[src/rtl/gcm_ctr_gen_pkg.sv]
// gcm_pkg: shared block width, FSM state type and counter-field increment helper
package gcm_pkg;
    localparam int BLOCK_W = 128;

    typedef enum logic [1:0] {CG_IDLE, CG_RUN} cg_state_t;

    // Adds n to the low ctr_w bits of a block modulo 2^ctr_w, leaving the IV field untouched
    function automatic logic [0:BLOCK_W-1] inc_ctr(
        input logic [0:BLOCK_W-1] blk,
        input logic [31:0]        n,
        input int                 ctr_w
    );
        logic [0:BLOCK_W-1] m;
        m = (BLOCK_W'(1) << ctr_w) - BLOCK_W'(1);
        return (blk & ~m) | ((blk + BLOCK_W'(n)) & m);
    endfunction
endpackage

[src/rtl/gcm_ctr_gen_lane.sv]
// gcm_ctr_lane: combinational counter block for lane K, {iv, ctr+K} with inc32-style wrap
module gcm_ctr_lane
    import gcm_pkg::*;
#(
    parameter int CTR_W = 32,
    parameter int K     = 0
) (
    input  logic [0:BLOCK_W-1] base_i,
    output logic [0:BLOCK_W-1] blk_o
);
    assign blk_o = inc_ctr(base_i, 32'(K), CTR_W);
endmodule

[src/rtl/gcm_ctr_gen.sv]
// gcm_ctr_gen: GCM J0 and multi-lane counter-block generator with backpressure and abort
module gcm_ctr_gen
    import gcm_pkg::*;
#(
    parameter int IV_W  = 96,
    parameter int CTR_W = 32,
    parameter int LANES = 1,
    parameter int LEN_W = 32
) (
    input  logic                     clk,
    input  logic                     rst,
    input  logic                     i_start_valid,
    output logic                     o_start_ready,
    input  logic [0:IV_W-1]          i_iv,
    input  logic [0:LEN_W-1]         i_nblocks,
    input  logic                     i_abort,
    output logic [0:BLOCK_W-1]       o_j0,
    output logic                     o_valid,
    input  logic                     i_ready,
    output logic [0:LANES*BLOCK_W-1] o_cb,
    output logic [LANES-1:0]         o_lane_mask,
    output logic                     o_last,
    output logic                     o_done
);
    if (IV_W + CTR_W != BLOCK_W) begin : g_bad_width
        $error("gcm_ctr_gen: IV_W + CTR_W must equal 128");
    end
    if (LANES < 1 || LANES > 8) begin : g_bad_lanes
        $error("gcm_ctr_gen: LANES must be 1..8");
    end

    cg_state_t                 state_q, state_d;
    logic [0:IV_W-1]           iv_q, iv_d;
    logic [CTR_W-1:0]          ctr_q, ctr_d;
    logic [LEN_W-1:0]          rem_q, rem_d;
    logic [0:BLOCK_W-1]        j0_q, j0_d;
    logic [0:LANES*BLOCK_W-1]  cb_q, cb_d;
    logic [LANES-1:0]          mask_q, mask_d;
    logic                      last_q, last_d;
    logic                      valid_q, done_q, done_d, ready_q;
    logic [0:BLOCK_W-1]        base_d;

    assign o_start_ready = ready_q;
    assign o_j0          = j0_q;
    assign o_valid       = valid_q;
    assign o_cb          = cb_q;
    assign o_lane_mask   = mask_q;
    assign o_last        = last_q;
    assign o_done        = done_q;

    // Abort overrides everything; a zero-length descriptor only refreshes J0 and reports done
    always_comb begin
        state_d = state_q;
        iv_d    = iv_q;
        ctr_d   = ctr_q;
        rem_d   = rem_q;
        j0_d    = j0_q;
        done_d  = 1'b0;
        if (i_abort) begin
            state_d = CG_IDLE;
        end else if (state_q == CG_IDLE && i_start_valid && ready_q) begin
            iv_d    = i_iv;
            ctr_d   = CTR_W'(2);
            rem_d   = i_nblocks;
            j0_d    = {i_iv, CTR_W'(1)};
            state_d = (i_nblocks != '0) ? CG_RUN : CG_IDLE;
            done_d  = (i_nblocks == '0);
        end else if (state_q == CG_RUN && i_ready) begin
            state_d = last_q ? CG_IDLE : CG_RUN;
            done_d  = last_q;
            ctr_d   = ctr_q + CTR_W'(LANES);
            rem_d   = rem_q - LEN_W'(LANES);
        end
    end

    // Beat attributes are precomputed from next state so every output leaves a flop
    always_comb begin
        mask_d = '0;
        for (int k = 0; k < LANES; k++) mask_d[k] = LEN_W'(k) < rem_d;
        last_d = rem_d <= LEN_W'(LANES);
    end

    assign base_d = {iv_d, ctr_d};

    for (genvar k = 0; k < LANES; k++) begin : g_lane
        gcm_ctr_lane #(.CTR_W(CTR_W), .K(k)) u_lane (
            .base_i (base_d),
            .blk_o  (cb_d[k*BLOCK_W +: BLOCK_W])
        );
    end

    // State and output registers; start_ready stays low for the reset cycle itself
    always_ff @(posedge clk) begin
        if (rst) begin
            state_q <= CG_IDLE;
            iv_q    <= '0;
            ctr_q   <= '0;
            rem_q   <= '0;
            j0_q    <= '0;
            cb_q    <= '0;
            mask_q  <= '0;
            last_q  <= 1'b0;
            valid_q <= 1'b0;
            done_q  <= 1'b0;
            ready_q <= 1'b0;
        end else begin
            state_q <= state_d;
            iv_q    <= iv_d;
            ctr_q   <= ctr_d;
            rem_q   <= rem_d;
            j0_q    <= j0_d;
            cb_q    <= cb_d;
            mask_q  <= mask_d;
            last_q  <= last_d;
            valid_q <= state_d == CG_RUN;
            done_q  <= done_d;
            ready_q <= state_d == CG_IDLE;
        end
    end
endmodule

[config.mk]
export PLATFORM = sky130hd
export DESIGN_NAME = gcm_ctr_gen
export DESIGN_NICKNAME = d
export VERILOG_FILES = /design/src/rtl/gcm_ctr_gen_pkg.sv /design/src/rtl/gcm_ctr_gen_lane.sv /design/src/rtl/gcm_ctr_gen.sv
export SDC_FILE = /design/constraint.sdc
export NUM_CORES = 1
export LEC_CHECK = 0
export BUFFER_PORTS_ARGS = -buffer_cell sky130_fd_sc_hd__buf_2
export CORE_ASPECT_RATIO = 0.9
export CORE_UTILIZATION = 45
export CTS_CLUSTER_SIZE = 25
export DETAILED_ROUTE_END_ITERATION = 7
export PLACE_DENSITY = 0.84
export SLEW_MARGIN = 20
export SYNTH_ARGS = -nofsm -noshare
export SYNTH_HDL_FRONTEND = slang
export SYNTH_HIERARCHICAL = 1
export SYNTH_SLANG_ARGS = --single-unit
[constraint.sdc]
create_clock -name clk -period 2.9 [get_ports clk]
set_input_delay 0.725 -clock clk [delete_from_list [all_inputs] [get_ports clk]]
set_output_delay 0.725 -clock clk [all_outputs]
set_load 0.1 [all_outputs]
==> results.yml, run 1 <==
clocking:
  cts_buffers: 40
  cts_tree: "yes"
  clk_latency_ns: 0.53
  clockBufferDepth: 3
  cts.sinks: 392
  clk_pin_slew_worst_paths_ns: 0.07
  cts_root_buf: "clkbuf_16"
  cts_max_level: 2
floorplan:
  initial_core_util: 0.4612
  pin_count: 394
  dieWidth_um: 196.4
  core_um2: 33190
  die_area_um2: 34750
  die_h_um: 177.0
  rows: 63
final_layout:
  syn2layout_area_growth_pct: 21.05
  fin_area_um2: 18530
  drive_gt1_frac: 0.2662
  nets: 2226
  antenna-diode-count: 0
worst_setup_path:
  path_class: "flop to flop"
  cp.required_ns: 3.37
  cp.arrival_ns: 3.27
  cp_max_fo: 8
  cp-end-kind: "flop"
  start_kind: "flop"
synthesis:
  synth_simple_gate_area_share: 0.2545
  ys.flop_type: "dfxtp_1"
  synth_top_area_share: 0.5127
  ys_top_cells_by_count: "nand2_1, dfxtp_1, a21oi_1"
  synth-edff-count: 0
  synthMuxAreaShare: 0.0006540
  synth-seq-cells: 392
  synth.most_common_cell: "nand2_1"
  synth_fa_ha_area_frac: 0.001635
  yosysTopAreaCell: "dfxtp_1"
  synth_compound_area_frac: 0.1060
  synth_top_family_by_area: "simple AND/OR/NAND/NOR gates"
  synth_area_leaders: "dfxtp_1, nand2_1, buf_4"
  synthXorXnorAreaFrac: 0.01774
  ys_warn_count: 6
  synthCells: 1812
  synthArstFlopShare: 0
  synth_cell_types: 63
  syn-cell-area_um2: 15310
  seq_area_frac_synth: 0.5127
  avgSynthCellArea_um2: 8.447
global_routing:
  gr-usage-all-layers: 0.2182
  grt_pass1_wl_um: 61640
  grt_pass1_vias: 12381
  antenna_found_initial: 1
  grt_max_degree: 126
  grt_overflow: 0
drt:
  drc_errors: 0
  dr.first_iter.drc_count: 670
  wl_per_cell_um: 15.33
  dr.pass1.iters: 7
  ant_nets: 0
  num_vias: 13047
  vias_per_cell: 5.069
  routed_wl_um: 39450
sta:
  finalSetupViolCount: 0
  tns_ns: 0
  clock_skew_ns: 0.01265
  relSlewSlack: 0.3367
  period_minus_slack_ns: 2.797
  hold_violations: 0
  fmax_mhz: 357.6
  drv_slew: 0
  tightestPinTransition_ns: 0.9949
  post-route-period-util: 0.9643
  rsz0062_at_grt: "no"
pwr:
  peakVddDrop_uv: 461.4
  power.share.clock: 0.398
  power_leakage_nw: 8.584
  comb_power_share: 0.156
  switching_share: 0.2915
  p_int_mw: 8.934
  power_density_nw_per_um2: 680.6
  power_switching_mw: 3.676
  seq_power_share: 0.446
run:
  drv_cap: 0
placement:
  dp_hpwl_um: 28310
  port_buffers: 362
  gp_congestion: 0.8981
  dpl_cell_area_um2: 17100
outcome:
  status: "finished clean"
hold_path:
  hp-class: "flop to flop"
-- flip-flops by register name (all words and copies together) (netlist names) --
name	flops
o_cb	128
o_j0	97
iv_q	96
ctr_q	32
rem_q	32
state_q	2
o_done	1
o_lane_mask	1
o_last	1
o_start_ready	1
o_valid	1
-- stage by stage --
| stage | cells | hold slack, ns | setup slack (ns) | power, mW | util |
|---|---|---|---|---|---|
| 6_report | 2574 | 0.4495 | 0.1034 | 12.61 | 0.5583 |
| 3_5_place_dp | 2501 | 0.4441 | -0.2703 | 7.645 | 0.5153 |
| 2_1_floorplan | 1842 | 0.4443 | 0.02329 | 7.246 | - |
| 4_1_cts | 2572 | 0.4520 | 0.02781 | 12.66 | 0.5544 |
| 3_3_place_gp | 2501 | 0.4394 | -0.2290 | 7.628 | 0.5153 |
| 5_1_grt | 2574 | 0.4729 | 0.0009759 | 13.05 | 0.5583 |
-- power groups by stage --
stage | clock network (mW) | registers (mW) | logic (mW)
after global routing | 5.34 | 5.64 | 2.07
after detailed placement | 0 | 5.74 | 1.90
after floorplan | 0 | 6.38 | 0.862
after CTS | 5.12 | 5.63 | 1.91
after global placement | 0 | 5.74 | 1.89
final | 5.02 | 5.63 | 1.96
-- worst paths after layout --
kind                            startpoint  endpoint  slack, ns  cells after the start
worst max-delay path             rem_q[10]    o_last       0.10                      8
worst min-delay path              o_j0[27]  o_j0[27]       0.45                      2
worst min register to register    o_j0[27]  o_j0[27]       0.45                      2
worst max register to register   rem_q[10]    o_last       0.10                      8
-- layout by cell type, fill, tap and decap left out, drive strengths merged, types with 3 or more instances in the layout --
cell type | synthesis | layout
nor4 | 25 | 25
and2 | 4 | 4
nor2 | 94 | 94
a21oi | 206 | 206
xnor2 | 18 | 18
o211a | 3 | 3
buf | 167 | 468
and3 | 16 | 16
o21ai | 6 | 6
o211ai | 6 | 6
o311ai | 5 | 5
a31oi | 10 | 10
nand4b | 4 | 4
o22ai | 4 | 4
dfxtp | 392 | 392
a211o | 4 | 4
clkinvlp | 0 | 5
nand4 | 16 | 16
inv | 14 | 17
nand2 | 421 | 421
nor2b | 135 | 135
clkbuf | 94 | 49
conb | 1 | 31
nor3 | 52 | 52
or3 | 10 | 10
o311a | 4 | 4
and4 | 7 | 7
xor2 | 13 | 13
or4 | 9 | 9
o221ai | 3 | 3
clkinv | 0 | 11
nand3 | 18 | 18
nand2b | 6 | 6
a211oi | 6 | 6
-- final cells by class --
class                      count  area [um2]
clock buffer                  49        1095
clock inverter                21       196.4
fill                        2851       14660
inverter                      14       52.55
multi-input combinational   1175        6093
sequential                   392        7850
tap                          455       569.3
timing repair buffer         468        2671
-- cell families (layout without fill, tap and decap cells) --
family / count (synthesis) / after routing
other cells: 1 / 31
flops: 392 / 392
compound gates: 281 / 281
mux: 1 / 1
fa+ha+maj: 2 / 2
xor+xnor: 31 / 31
buf+inv: 275 / 552
simple gates: 829 / 829
-- timing repair --
item | 4_1_cts | 5_1_grt
pin swaps | 1 | 4
hold buffers | 0 | 0
buffers inserted | 1 | 2
resized for setup | 2 | 24
setup endpoints to repair | 2 | 8
hold endpoints to repair | 0 | 0
-- layer usage --
layer,vias up,global-route usage,share of wire
li1,6386,-,-
met1,6071,0.2663,0.42
met2,471,0.3701,0.48
met3,117,0.04783,0.070
met4,2,0.09375,0.039
met5,-,0,0.00030
-- worst max-delay path, cell delays in order, from the launching register on --
cell and delay (ns):
dfxtp_1 0.31, or4_4 0.56, nor4_4 0.23, buf_6 0.17
a21oi_2 0.05, a211o_1 0.29, or4_4 0.49, or4_4 0.54
nor2_1 0.10
No activity file was read; power rests on OpenSTA's default activity.
==> run 2, diff against run 1 <==
--- a/config.mk
+++ b/config.mk
@@ -18 +18,2 @@
 export SYNTH_SLANG_ARGS = --single-unit
+export TNS_END_PERCENT = 100
==> constraint.sdc (replaced) <==
create_clock -name clk -period 2.9 [get_ports clk]
set_input_delay 0.29 -clock clk [delete_from_list [all_inputs] [get_ports clk]]
set_output_delay 0.29 -clock clk [all_outputs]
set_load 0.1 [all_outputs]
==> results.yml, run 2 (synthesized netlist as in run 1, its figures left out) <==
outcome:
  status: "finished clean"
floorplan:
  pin_count: 394
  core_um2: 33190
  dieWidth_um: 196.4
  die_area_um2: 34750
  initial_core_util: 0.4612
  die_h_um: 177.0
  rows: 63
hold_path:
  worstHoldPathCells: 3
  hp-class: "input port to flop"
  hp-start: "i_iv[4]"
clocking:
  clockBufferDepth: 3
  cts_tree: "yes"
  cts_max_level: 2
  clk_latency_ns: 0.52
  cts_buffers: 41
  clk_pin_slew_worst_paths_ns: 0.06
  cts.sinks: 392
  cts_root_buf: "clkbuf_16"
  hold_buffers: 0
sta:
  period_minus_slack_ns: 2.886
  finalSetupViolCount: 0
  fmax_mhz: 346.6
  hold_ws_ns: 0.05733
  clock_skew_ns: 0.007508
  post-route-period-util: 0.9950
  drv_slew: 0
  rsz0062_at_grt: "yes"
  hold_violations: 0
  tightestPinTransition_ns: 1.065
  setup_ws_ns: 0.01447
  relSlewSlack: 0.2902
drt:
  drc_errors: 0
  wl_per_cell_um: 15.56
  num_vias: 12945
  dr.pass1.iters: 5
  vias_per_cell: 5.096
  dr.first_iter.drc_count: 710
  ant_nets: 0
  routed_wl_um: 39530
worst_setup_path:
  cp.required_ns: 3.36
  r2r_cells: 7
  startpoint: "rem_q[23]"
  crit_slowest_cell: "or4_1"
  cp_common_cell: "or4_1"
  cp.arrival_ns: 3.34
  start_kind: "flop"
  cp-end-kind: "flop"
  path_class: "flop to flop"
  crit_path_max_incr_delay_ns: 0.57
  crit_chain: "or4_4 -> o311ai_2 -> o211ai_1 -> a211o_1 -> or4_1 -> or4_1 -> nor2_1"
  reg2reg_from: "rem_q[23]"
  cp_max_fo: 2
placement:
  gp_congestion: 0.9728
  place_ws_ns: -0.1018
  dpl_cell_area_um2: 16810
  port_buffers: 362
  dp_hpwl_um: 28110
pwr:
  power_leakage_nw: 8.453
  finalPower_mw: 12.92
  peakVddDrop_uv: 532.3
  power_density_nw_per_um2: 706.9
final_layout:
  layout_commonest_cell: "nand2_1"
  fin_area_um2: 18280
  largest_reg_flops: 128
  layout_common_cells: "nand2_1, dfxtp_1, buf_2"
  fillers: 2906
  syn2layout_area_growth_pct: 19.45
  final-seq-area_um2: 7850
  drive_gt1_frac: 0.2476
  finish.utilization: 0.5509
  multi_input_area_um2: 6017
  nets: 2189
global_routing:
  grt_pass1_vias: 12027
  grt_overflow: 0
  gr-usage-all-layers: 0.2175
  antenna_found_initial: 2
  grt_max_degree: 112
  grt_pass1_wl_um: 61490
run:
  drv_cap: 0
run 2: per-layer routing:
metal / wire [um] / track usage
met3: 2595 / 0.04459
met2: 18560 / 0.3553
met5: 13 / 0
met4: 1546 / 0.09570
met1: 16810 / 0.2777
run 2: final timing paths:
path | to | slack, ns
setup / recovery | o_last | 0.01
hold / removal | o_j0[4] | 0.06
setup reg to reg | o_last | 0.01
hold reg to reg | o_j0[12] | 0.45
run 2: timing repair:
action | CTS | global route
buffers inserted | 0 | 2
pin swaps | 1 | 1
gates resized for setup | 3 | 9
endpoints found under the setup margin | 2 | 7
run 2: where the power goes:
part           total [mW]  internal (mW)  switching, mW
combinational        1.90          0.443           1.45
sequential           5.63           5.55         0.0789
clock                5.40           3.27           2.13
total                12.9           9.26           3.66
run 2: stage by stage:
stage | TNS [ns] | std cells
final | 0 | 2540
after global placement | -0.04516 | 2464
after floorplan | 0 | 1842
after global routing | -0.08495 | 2540
after CTS | 0 | 2537
after detailed placement | -0.1204 | 2464
run 2: area by class of cell:
type,count,share of cell area
antenna,1,0.0001369
clock buffer,54,0.06317
clock inverter,19,0.01389
inverter,14,0.002874
multi-input combinational,1175,0.3291
sequential,392,0.4294
tap,455,0.03114
timing repair buffer,430,0.1303
run 2: critical path, delay by kind of cell (launching register included):
| kind | cells | cell delay (ns) |
|---|---|---|
| simple gates | 4 | 1.78 |
| compound gates | 3 | 0.73 |
| flops | 1 | 0.32 |
==> run 3, diff against run 2 <==
CORE_UTILIZATION = 50   (was 45)
PLACE_DENSITY = 0.91   (was 0.84)
SKIP_LAST_GASP = 1   (was not set)
==> results.yml, run 3 (synthesized netlist as in run 1, its figures left out) <==
hold_path:
  hp-class: "input port to flop"
  worstHoldPathCells: 3
  hp-start: "i_iv[90]"
  holdPathEnd: "o_j0[90]"
clocking:
  cts_root_buf: "clkbuf_16"
  cts_buffers: 39
  clockBufferDepth: 3
  cts_max_level: 2
  cts.sinks: 392
  clk_latency_ns: 0.52
  cts_tree: "yes"
  clk_pin_slew_worst_paths_ns: 0.07
pwr:
  power_density_nw_per_um2: 686.1
  power_leakage_nw: 8.412
  peakVddDrop_uv: 575.1
sta:
  hold_ws_ns: 0.05223
  finalSetupViolCount: 0
  fmax_mhz: 349.5
  period_minus_slack_ns: 2.861
  post-route-period-util: 0.9867
  tns_ns: 0
  setup_ws_ns: 0.03851
  relSlewSlack: 0.4454
  tightestPinTransition_ns: 0.8318
  hold_violations: 0
  drv_slew: 0
  rsz0062_at_grt: "yes"
  clock_skew_ns: 0.01550
worst_setup_path:
  cp.arrival_ns: 3.22
  r2r_end: "o_lane_mask"
  start_kind: "flop"
  reg2reg_from: "rem_q[23]"
  r2r_cells: 7
  cp.required_ns: 3.26
  path_class: "flop to flop"
  reg2reg_slack_ns: 0.04
  cp-end-kind: "flop"
  cp_max_fo: 2
final_layout:
  final_cells: 2489
  largest_reg_flops: 128
  layout_commonest_cell: "nand2_1"
  layout_common_cells: "nand2_1, dfxtp_1, buf_2"
  antenna-diode-count: 0
  drive_gt1_frac: 0.2493
  syn2layout_area_growth_pct: 18.61
  nets: 2195
  finish.utilization: 0.6045
floorplan:
  die_area_um2: 31320
  die_h_um: 168.0
  pin_count: 394
  initial_core_util: 0.5097
  rows: 60
  dieWidth_um: 186.4
  core_um2: 30030
drt:
  dr.first_iter.drc_count: 915
  wl_per_cell_um: 16.14
  dr.pass1.iters: 6
  num_vias: 13119
  drc_errors: 0
  ant_nets: 0
  vias_per_cell: 5.271
  routed_wl_um: 40180
placement:
  gp_congestion: 0.9268
  placedCellCount: 2418
  port_buffers: 362
  place_ws_ns: -0.03681
  dp_hpwl_um: 28160
global_routing:
  antenna_found_initial: 0
  grt_pass1_wl_um: 62840
  gr-usage-all-layers: 0.2447
  grt_overflow: 0
  grt_max_degree: 111
  grt_pass1_vias: 12435
run:
  drv_cap: 0
outcome:
  status: "finished clean"
## run 3: cell types whose count changed in the layout (fill, tap and decap cells not counted), moves of 2 or more
cell / delta
clkbuf_1: -2
clkbuf_16: -2
clkinv_8: +2
clkbuf_8: -3
bufinv_16: -3
buf_4: +6
buf_12: +2
inv_6: -2
clkinvlp_4: +4
## run 3: final cells by class
type                    count  area [um2]
inverters                  14       52.55
fillers                  2444       11880
multi-input cells        1175        6020
well taps                 403       504.2
clock inverters            20       205.2
clock buffers              47        1056
repair buffers            438        2467
flip-flops and latches    392        7849
## run 3: what timing repair did
item,4_1_cts,5_1_grt
hold buffers,0,0
pin swaps,1,6
buffers inserted,2,2
gates resized for setup,1,11
endpoints found under the setup margin,2,5
## run 3: worst max-delay path by stage
stage          depth (start not counted)     startpoint          end
5_1_grt                                7       rem_q[7]       o_last
6_report                               7      rem_q[23]  o_lane_mask
3_5_place_dp                           7      rem_q[23]       o_last
2_1_floorplan                          8  o_start_ready       o_last
3_3_place_gp                           7      rem_q[23]       o_last
4_1_cts                                7      rem_q[15]       o_last
## run 3: per-stage QoR
stage | total power, mW | instance area, um2
floorplan | 7.246 | 15420
global placement | 7.586 | 16810
detailed placement | 7.612 | 16810
CTS | 12.53 | 18090
global route | 12.90 | 18150
finish | 12.46 | 18150
## run 3: report_power, final
group	leakage (nW)	internal (mW)	total, mW	switching, mW
Combinational	4.63	0.457	1.92	1.46
Clock	0.600	2.80	4.92	2.11
Sequential	3.18	5.55	5.62	0.0777
Total	8.41	8.81	12.5	3.65
## run 3: routing by layer
| metal | share of wire | vias to the layer above | global-route usage |
|---|---|---|---|
| li1 | - | 6335 | - |
| met1 | 0.41 | 6089 | 0.3049 |
| met2 | 0.47 | 585 | 0.4145 |
| met3 | 0.077 | 110 | 0.05003 |
| met4 | 0.037 | 0 | 0.09810 |
| met5 | 0 | - | 0 |
## run 3: worst max-delay path: stages, from the launching register on
cell and delay (ns):
dfxtp_1 0.31, or4_4 0.55, o311ai_2 0.31, o211ai_1 0.14
a211o_1 0.29, or4_1 0.55, nor4_1 0.44, a31oi_1 0.13
